## src/rtl/sphy_lanes_if.sv

```systemverilog
// Controller-side bundle of the SPI slave PHY: mode controls, TX ready/valid
// byte stream and RX byte strobe.
interface sphy_lanes_if;
  logic       c_ck;
  logic       c_en;
  logic [1:0] c_width;
  logic       c_ddr;
  logic       c_oe;
  logic [7:0] c_tx_data;
  logic       c_tx_valid;
  logic       c_tx_ready;
  logic [7:0] c_rx_data;
  logic       c_rx_valid;

  modport master (
    input  c_ck, c_en, c_tx_ready, c_rx_data, c_rx_valid,
    output c_width, c_ddr, c_oe, c_tx_data, c_tx_valid
  );

  modport slave (
    output c_ck, c_en, c_tx_ready, c_rx_data, c_rx_valid,
    input  c_width, c_ddr, c_oe, c_tx_data, c_tx_valid
  );
endinterface

```

## src/rtl/sphy_lanes.sv

```systemverilog
// SPI slave PHY: 1/2/4-lane SDR/DDR byte serialiser/deserialiser clocked
// from the pad clock, with controller-side ready/valid TX and strobed RX.
module sphy_lanes #(
  parameter int LANES = 4
) (
  input  logic             p_ck,
  input  logic             p_nrst,
  input  logic             p_ncs,
  output logic [LANES-1:0] p_se,
  output logic [LANES-1:0] p_so,
  input  logic [LANES-1:0] p_si,
  sphy_lanes_if.slave      ctl
);
  localparam logic [1:0] WL_MAX  = (LANES >= 4) ? 2'd2 : (LANES >= 2) ? 2'd1 : 2'd0;
  localparam int         RX_LANE = (LANES >= 2) ? 1 : 0;

  // Lane width is carried as log2(w): 0 -> 1 lane, 1 -> 2 lanes, 2 -> 4 lanes.
  function automatic logic [1:0] clamp_wl(input logic [1:0] width);
    logic [1:0] wl;
    wl = (width == 2'd3) ? 2'd2 : width;
    return (wl > WL_MAX) ? WL_MAX : wl;
  endfunction

  function automatic logic [2:0] last_beat(input logic [1:0] wl, input logic ddr);
    logic [2:0] r;
    case ({wl, ddr})
      3'b000:         r = 3'd7;
      3'b001, 3'b010: r = 3'd3;
      3'b011, 3'b100: r = 3'd1;
      default:        r = 3'd0;
    endcase
    return r;
  endfunction

  function automatic logic [3:0] lane_mask(input logic [1:0] wl);
    logic [3:0] r;
    case (wl)
      2'd0:    r = 4'b0001;
      2'd1:    r = 4'b0011;
      default: r = 4'b1111;
    endcase
    return r;
  endfunction

  // Receive lanes, most significant lane first; single-lane mode listens on lane 1 when present.
  function automatic logic [3:0] lane_bits(input logic [1:0] wl, input logic [3:0] pads);
    logic [3:0] r;
    case (wl)
      2'd0:    r = {3'b000, pads[RX_LANE]};
      2'd1:    r = {2'b00, pads[1:0]};
      default: r = pads;
    endcase
    return r;
  endfunction

  function automatic logic [3:0] top_bits(input logic [1:0] wl, input logic [7:0] v);
    logic [3:0] r;
    case (wl)
      2'd0:    r = {3'b000, v[7]};
      2'd1:    r = {2'b00, v[7:6]};
      default: r = v[7:4];
    endcase
    return r;
  endfunction

  function automatic logic [7:0] shift_in(input logic [7:0] d, input logic [3:0] n,
                                          input logic [7:0] bits);
    return (d << n) | bits;
  endfunction

  logic             en, bnd, is_last, rx_done;
  logic [2:0]       cnt;
  logic [1:0]       m_wl, cur_wl, pend_wl;
  logic             m_ddr, cur_ddr;
  logic [3:0]       cur_w, cur_b, m_w, pend_w2;
  logic [3:0]       si4, sample, se_full, so4;
  logic [3:0]       hi_p0, lo_n1, so_lo_n1;
  logic [7:0]       tx_sh, tx_lo, rx_sh, rx_pair, rx_acc, rx_base, rx_next, rx_data_q;
  logic             rx_valid_q, pend, pend_last;
  logic [LANES-1:0] se_q;

  // At the byte boundary the new mode comes straight from the controller.
  assign en      = ~p_ncs;
  assign bnd     = (cnt == 3'd0);
  assign cur_wl  = bnd ? clamp_wl(ctl.c_width) : m_wl;
  assign cur_ddr = bnd ? ctl.c_ddr : m_ddr;
  assign is_last = (cnt == last_beat(cur_wl, cur_ddr));
  assign cur_w   = 4'd1 << cur_wl;
  assign cur_b   = cur_w << cur_ddr;
  assign m_w     = 4'd1 << m_wl;
  assign pend_w2 = 4'd2 << pend_wl;
  assign si4     = 4'(p_si);
  assign sample  = lane_bits(cur_wl, si4);
  assign se_full = ctl.c_oe ? lane_mask(cur_wl) : 4'b0000;
  assign tx_lo   = tx_sh << m_w;

  // A DDR beat is posedge half then retimed negedge half, folded in one posedge late.
  assign rx_pair = (8'(hi_p0) << (4'd1 << pend_wl)) | 8'(lo_n1);
  assign rx_acc  = shift_in(rx_sh, pend_w2, rx_pair);
  assign rx_base = pend ? rx_acc : rx_sh;
  assign rx_next = cur_ddr ? rx_base : shift_in(rx_base, cur_w, 8'(sample));
  assign rx_done = (pend & pend_last) | (~cur_ddr & is_last);

  // posedge stage: beat counter, mode capture, TX shift, RX assembly
  always_ff @(posedge p_ck or negedge p_nrst) begin
    if (!p_nrst) begin
      cnt        <= 3'd0;
      m_wl       <= 2'd0;
      m_ddr      <= 1'b0;
      se_q       <= '0;
      tx_sh      <= 8'h00;
      rx_sh      <= 8'h00;
      rx_data_q  <= 8'h00;
      rx_valid_q <= 1'b0;
      hi_p0      <= 4'h0;
      pend       <= 1'b0;
      pend_last  <= 1'b0;
      pend_wl    <= 2'd0;
    end else if (!en) begin
      cnt        <= 3'd0;
      pend       <= 1'b0;
      rx_valid_q <= 1'b0;
    end else begin
      cnt <= is_last ? 3'd0 : cnt + 3'd1;
      if (bnd) begin
        m_wl  <= cur_wl;
        m_ddr <= cur_ddr;
        se_q  <= se_full[LANES-1:0];
        tx_sh <= ctl.c_tx_valid ? ctl.c_tx_data : 8'hFF;
      end else begin
        tx_sh <= tx_sh << cur_b;
      end
      rx_sh      <= rx_next;
      rx_valid_q <= rx_done;
      if (rx_done) rx_data_q <= (pend & pend_last) ? rx_acc : rx_next;
      hi_p0     <= sample;
      pend      <= cur_ddr;
      pend_last <= is_last;
      pend_wl   <= cur_wl;
    end
  end

  // negedge stage: lower DDR half for both directions
  always_ff @(negedge p_ck or negedge p_nrst) begin
    if (!p_nrst) begin
      lo_n1    <= 4'h0;
      so_lo_n1 <= 4'h0;
    end else if (en) begin
      lo_n1    <= lane_bits(m_wl, si4);
      so_lo_n1 <= top_bits(m_wl, tx_lo);
    end
  end

  assign so4            = (m_ddr && !p_ck) ? so_lo_n1 : top_bits(m_wl, tx_sh);
  assign p_so           = so4[LANES-1:0];
  assign p_se           = se_q;
  assign ctl.c_ck       = p_ck;
  assign ctl.c_en       = en;
  assign ctl.c_tx_ready = en & bnd;
  assign ctl.c_rx_data  = rx_data_q;
  assign ctl.c_rx_valid = rx_valid_q;
endmodule

```

## src/flat_wrapper.sv

```systemverilog
// flat-port wrapper written by rule: the top's interface ports become plain ports
module sphy_lanes_flat 
#(
  parameter int LANES = 4
)
  (p_ck, p_nrst, p_ncs, p_se, p_so, p_si, ctl_c_ck, ctl_c_en, ctl_c_tx_ready, ctl_c_rx_data, ctl_c_rx_valid, ctl_c_width, ctl_c_ddr, ctl_c_oe, ctl_c_tx_data, ctl_c_tx_valid);
  sphy_lanes_if ctl_i ();
  input  logic p_ck;
  input  logic p_nrst;
  input  logic p_ncs;
  output logic [LANES-1:0] p_se;
  output logic [LANES-1:0] p_so;
  input  logic [LANES-1:0] p_si;
  output wire logic [$bits(ctl_i.c_ck)-1:0] ctl_c_ck;
  output wire logic [$bits(ctl_i.c_en)-1:0] ctl_c_en;
  output wire logic [$bits(ctl_i.c_tx_ready)-1:0] ctl_c_tx_ready;
  output wire logic [$bits(ctl_i.c_rx_data)-1:0] ctl_c_rx_data;
  output wire logic [$bits(ctl_i.c_rx_valid)-1:0] ctl_c_rx_valid;
  input wire logic [$bits(ctl_i.c_width)-1:0] ctl_c_width;
  input wire logic [$bits(ctl_i.c_ddr)-1:0] ctl_c_ddr;
  input wire logic [$bits(ctl_i.c_oe)-1:0] ctl_c_oe;
  input wire logic [$bits(ctl_i.c_tx_data)-1:0] ctl_c_tx_data;
  input wire logic [$bits(ctl_i.c_tx_valid)-1:0] ctl_c_tx_valid;
  assign ctl_c_ck = ctl_i.c_ck;
  assign ctl_c_en = ctl_i.c_en;
  assign ctl_c_tx_ready = ctl_i.c_tx_ready;
  assign ctl_c_rx_data = ctl_i.c_rx_data;
  assign ctl_c_rx_valid = ctl_i.c_rx_valid;
  assign ctl_i.c_width = ctl_c_width;
  assign ctl_i.c_ddr = ctl_c_ddr;
  assign ctl_i.c_oe = ctl_c_oe;
  assign ctl_i.c_tx_data = ctl_c_tx_data;
  assign ctl_i.c_tx_valid = ctl_c_tx_valid;
  sphy_lanes #(.LANES(LANES)) u_core (.p_ck(p_ck), .p_nrst(p_nrst), .p_ncs(p_ncs), .p_se(p_se), .p_so(p_so), .p_si(p_si), .ctl(ctl_i));
endmodule
```

## config.mk

```make
export PLATFORM = sky130hd
export DESIGN_NAME = sphy_lanes_flat
export DESIGN_NICKNAME = d
export VERILOG_FILES = /design/src/rtl/sphy_lanes_if.sv /design/src/rtl/sphy_lanes.sv /design/src/flat_wrapper.sv
export SDC_FILE = /design/constraint.sdc
export NUM_CORES = 1
export LEC_CHECK = 0
export BUFFER_PORTS_ARGS = -buffer_cell sky130_fd_sc_hd__buf_4
export CAP_MARGIN = 20
export CORE_UTILIZATION = 40
export DETAILED_ROUTE_END_ITERATION = 6
export HOLD_SLACK_MARGIN = 0.05
export SYNTH_ARGS = -nofsm -noshare
export SYNTH_HDL_FRONTEND = slang
export SYNTH_SLANG_ARGS = --single-unit
```

## constraint.sdc

```tcl
create_clock -name p_ck -period 6.6 [get_ports p_ck]
set_input_delay 1.32 -clock p_ck [delete_from_list [all_inputs] [get_ports p_ck]]
set_output_delay 1.32 -clock p_ck [all_outputs]
set_load 0.005 [all_outputs]
```

---- Yosys cells after proc, flatten, opt, wreduce, memory -nomap -nowiden ----
Cells that the tools add are included.
word-level totals
  bits in registers ....................... 51
  output and inout port bits .............. 20
operators by class
  add/subtract/negate cells ............... 1
  $lt $le $gt $ge ......................... 1
  equality and inequality tests ........... 8
  shifts and indexed selects .............. 10
  mux-type cells .......................... 21
  bitwise logic cells ..................... 9
  reductions and logical operators ........ 10
operators by type and width
  cell                   number
  $mux W8                5
  $pmux W4 S2            5
  $shl A8 B4 Y8          4
  $or A8 B4 Y8           2
  $shl A1 B2 Y4 const A  3
  $pmux W3 S3            1
  $mux W4                2
  $or A8 B8 Y8           1
  $shl A4 B4 Y8          1
  $eq A3 B2 Y1 const B   2
  $logic_not A3 Y1       2
  $mux W2                3
  $mux W3                2
  $eq A2 B1 Y1 const B   2
  $logic_not A2 Y1       2
  $reduce_and A2 Y1      2
  $reduce_or A2 Y1       2
  $shl A2 B2 Y4 const A  1
  $shl A4 B1 Y4          1
  $add A3 B1 Y3 const B  1
  $and A1 B1 Y1          3
  $eq A3 B1 Y1 const B   1
  $eq A3 B3 Y1           1
  $eq A3 B3 Y1 const B   1
  7 further kinds        10

---- Longest topological paths before layout ----
  word-level depth ........................ 12
  gate-level depth with buffers ........... 10
  mapped depth without buffers ............ 8

==> run_results.csv <==
group,metric,value,unit
layout,stdcell_area,3924,um^2
layout,drive_gt1_share,18.66,%
layout,fill_cells,829,
logic_synthesis,yosys.area.top_type,"dfrtp_1",
floorplan,die_area,8801,um^2
logic_synthesis,yosys_most_used_dff,"dfrtp_1",
placement,place_ws,1.179,ns
drt,vias,3139,
clocking,clk_pin_slew,0.07,ns
setup_path,reg2reg_depth,5,
clocking,cts_tree,"done",
clocking,cts_resized,0,
drt,drc,0,
setup_path,start_kind,"clock port",
drt,wl_per_cell,17.37,um
logic_synthesis,avgSynthCellArea,8.388,um^2
logic_synthesis,synth-async-reset-ratio,100.0,%
min_path,worstHoldStart,"u_core.so_lo_n1[3]",
floorplan,core_area,8175,um^2
run,cap_violations,0,
sta,rsz0062_at_grt,"false",
setup_path,cp-end-kind,"output port",
layout,finalNetCount,454,
drt,drt-total-wl,9.360,mm
setup_path,endpoint,"p_so[0]",
placement,dpl-instance-area,3685,um^2
sta,hold_violations,0,
sta,tightest_slew,0.9184,ns
setup_path,worstSetupPathType,"clock port to output port",
logic_synthesis,synthCells,402,
grt,grt_pass1_wl,15.66,mm
sta,timing.slew.headroom,38.77,%
logic_synthesis,synth_nets,424,
grt,antenna_found_initial,0,
logic_synthesis,synth_area,3372,um^2
sta,worst_slack,0.7042,ns
power,p_leak,0.001729,uW
setup_path,arrival,4.58,ns
layout,num_antenna_cells,0,
floorplan,num_rows,33,
floorplan,io_pins,40,
drt,dr.pass1.iters,5,
setup_path,r2r_slack,1.43,ns
clocking,post_cts_buffers,0,
logic_synthesis,synth_common_cells,"nand2_1 (55), o21ai_0 (50), dfrtp_1 (42)",
drt,drtIter0Drc,330,
drt,ant_nets,0,
outcome,status,"completed",
sta,drv_slew,0,
grt,grt_usage,23.21,%
drt,via_per_inst,5.824,
setup_path,worstPathMaxFanout,4,
power,ir_drop,0.2752,mV
floorplan,die_h,93.82,um
min_path,hold_class,"flop to flop",
logic_synthesis,yosysWarnings,0,
grt,grt_max_degree,51,
grt,overflow,0,
placement,dpl.hpwl,6.430,mm
sta,skew,0.01826,ns
sta,setup_viol,0,
placement,portBuffers,39,
logic_synthesis,synth_top_area_share,31.17,%
sta,timing.hold.ws,0.4383,ns
logic_synthesis,synth_area_leaders,"dfrtp_1 (31%), o21ai_0 (7.4%), nand2_1 (6.1%)",
logic_synthesis,synth.most_common_cell,"nand2_1",
floorplan,die_x,93.82,um
clocking,ctsHoldBuffers,0,
clocking,worstSkewPairLatency,0.43,ns
grt,first_global_vias,3096,
logic_synthesis,yosysUniqueCellTypes,64,
logic_synthesis,ys_ff_latch,50,
power,power_density,565.4,nW/um^2
setup_path,startpoint,"p_ck",
sta,tns,0,ns
setup_path,reg2reg_to,"u_core.ctl.c_rx_data[4]",
layout,syn_to_final_growth,16.36,%
logic_synthesis,synth-seq-area-share,37.11,%
setup_path,required,5.28,ns
placement,gp_congestion,0.8805,
floorplan,start_util,41.25,%
layout,fin_util,48.00,%
setup_path,reg2reg_from,"u_core.lo_n1[2]",
logic_synthesis,synth_edf_count,0,
power breakdown:
group	internal, uW	switching, uW	leakage, uW
Combinational	515	643	0.000949
Sequential	442	207	0.000620
Clock	239	174	0.000161
Total	1200	1020	0.00173
worst min path at each step:
| stage | to | cells past startpoint |
|---|---|---|
| 2_1_floorplan | u_core.so_lo_n1[1] | 2 |
| 3_3_place_gp | u_core.so_lo_n1[1] | 2 |
| 3_5_place_dp | u_core.so_lo_n1[2] | 2 |
| 4_1_cts | u_core.so_lo_n1[2] | 2 |
| 5_1_grt | u_core.so_lo_n1[2] | 2 |
| 6_report | u_core.so_lo_n1[3] | 2 |
state kept, by name (all words and copies together) (netlist names):
register,count
u_core.lo_n1,4
u_core.m_ddr,1
u_core.pend_wl,2
u_core.hi_p0,4
u_core.pend,1
u_core.ctl.c_rx_valid,1
u_core.ctl.c_rx_data,8
u_core.cnt,3
u_core.pend_last,1
u_core.m_wl,2
u_core.so_lo_n1,4
u_core.tx_sh,8
u_core.p_se,3
u_core.rx_sh,8
critical path, cell delays in order:
cell and delay, ns:
clkbuf_8 0.11, clkbuf_8 0.12, clkbuf_8 0.12, clkbuf_8 0.13, clkbuf_8 0.12, nor2b_1 0.12
clkbuf_8 0.15, clkbuf_8 0.12, nand2_1 0.04, o21ai_0 0.09, buf_4 0.15
cell type report:
cell class | count | area, um^2 | share of cell area, %
clock buffers | 22 | 261.5 | 6.665
clock inverters | 2 | 15.01 | 0.3827
inverters | 17 | 63.81 | 1.626
multi-input cells | 307 | 1931 | 49.20
flip-flops and latches | 50 | 1251 | 31.89
well taps | 105 | 131.4 | 3.348
repair buffers | 36 | 270.3 | 6.888
layout by cell type, fill, tap and decap left out, types with 8 or more instances in the layout:
cell / instances
nand2_1: 55
inv_1: 16
o21ai_0: 50
clkbuf_8: 16
mux2_2: 14
a21oi_1: 22
nor3_1: 15
dfrtn_1: 8
buf_4: 41
mux2i_1: 14
nor2_1: 29
dfrtp_1: 42
routing by layer:
| metal | GRT usage (%) | part of all wire (%) |
|---|---|---|
| met2 | 35.40 | 46 |
| met5 | 0 | 0 |
| met4 | 9.872 | 1.4 |
| met1 | 31.13 | 47 |
| met3 | 5.744 | 4.9 |
cells by family after synthesis:
kind of cell / count (synthesis) / share of synthesized area, %
adder cells (fa/ha/maj): 2 / 0.7420
XOR/XNOR: 5 / 1.299
multiplexers: 30 / 10.17
flip-flops: 50 / 37.11
AND/OR/NAND/NOR: 138 / 19.11
AO/OA/AOI/OAI: 132 / 25.94
buffers and inverters: 45 / 5.640
stage by stage:
stage,std cells,power [uW]
2_1_floorplan,402,1500
3_3_place_gp,520,1836
3_5_place_dp,520,1843
4_1_cts,539,2212
5_1_grt,539,2400
6_report,539,2219
Power figures use the tool's default switching activity.
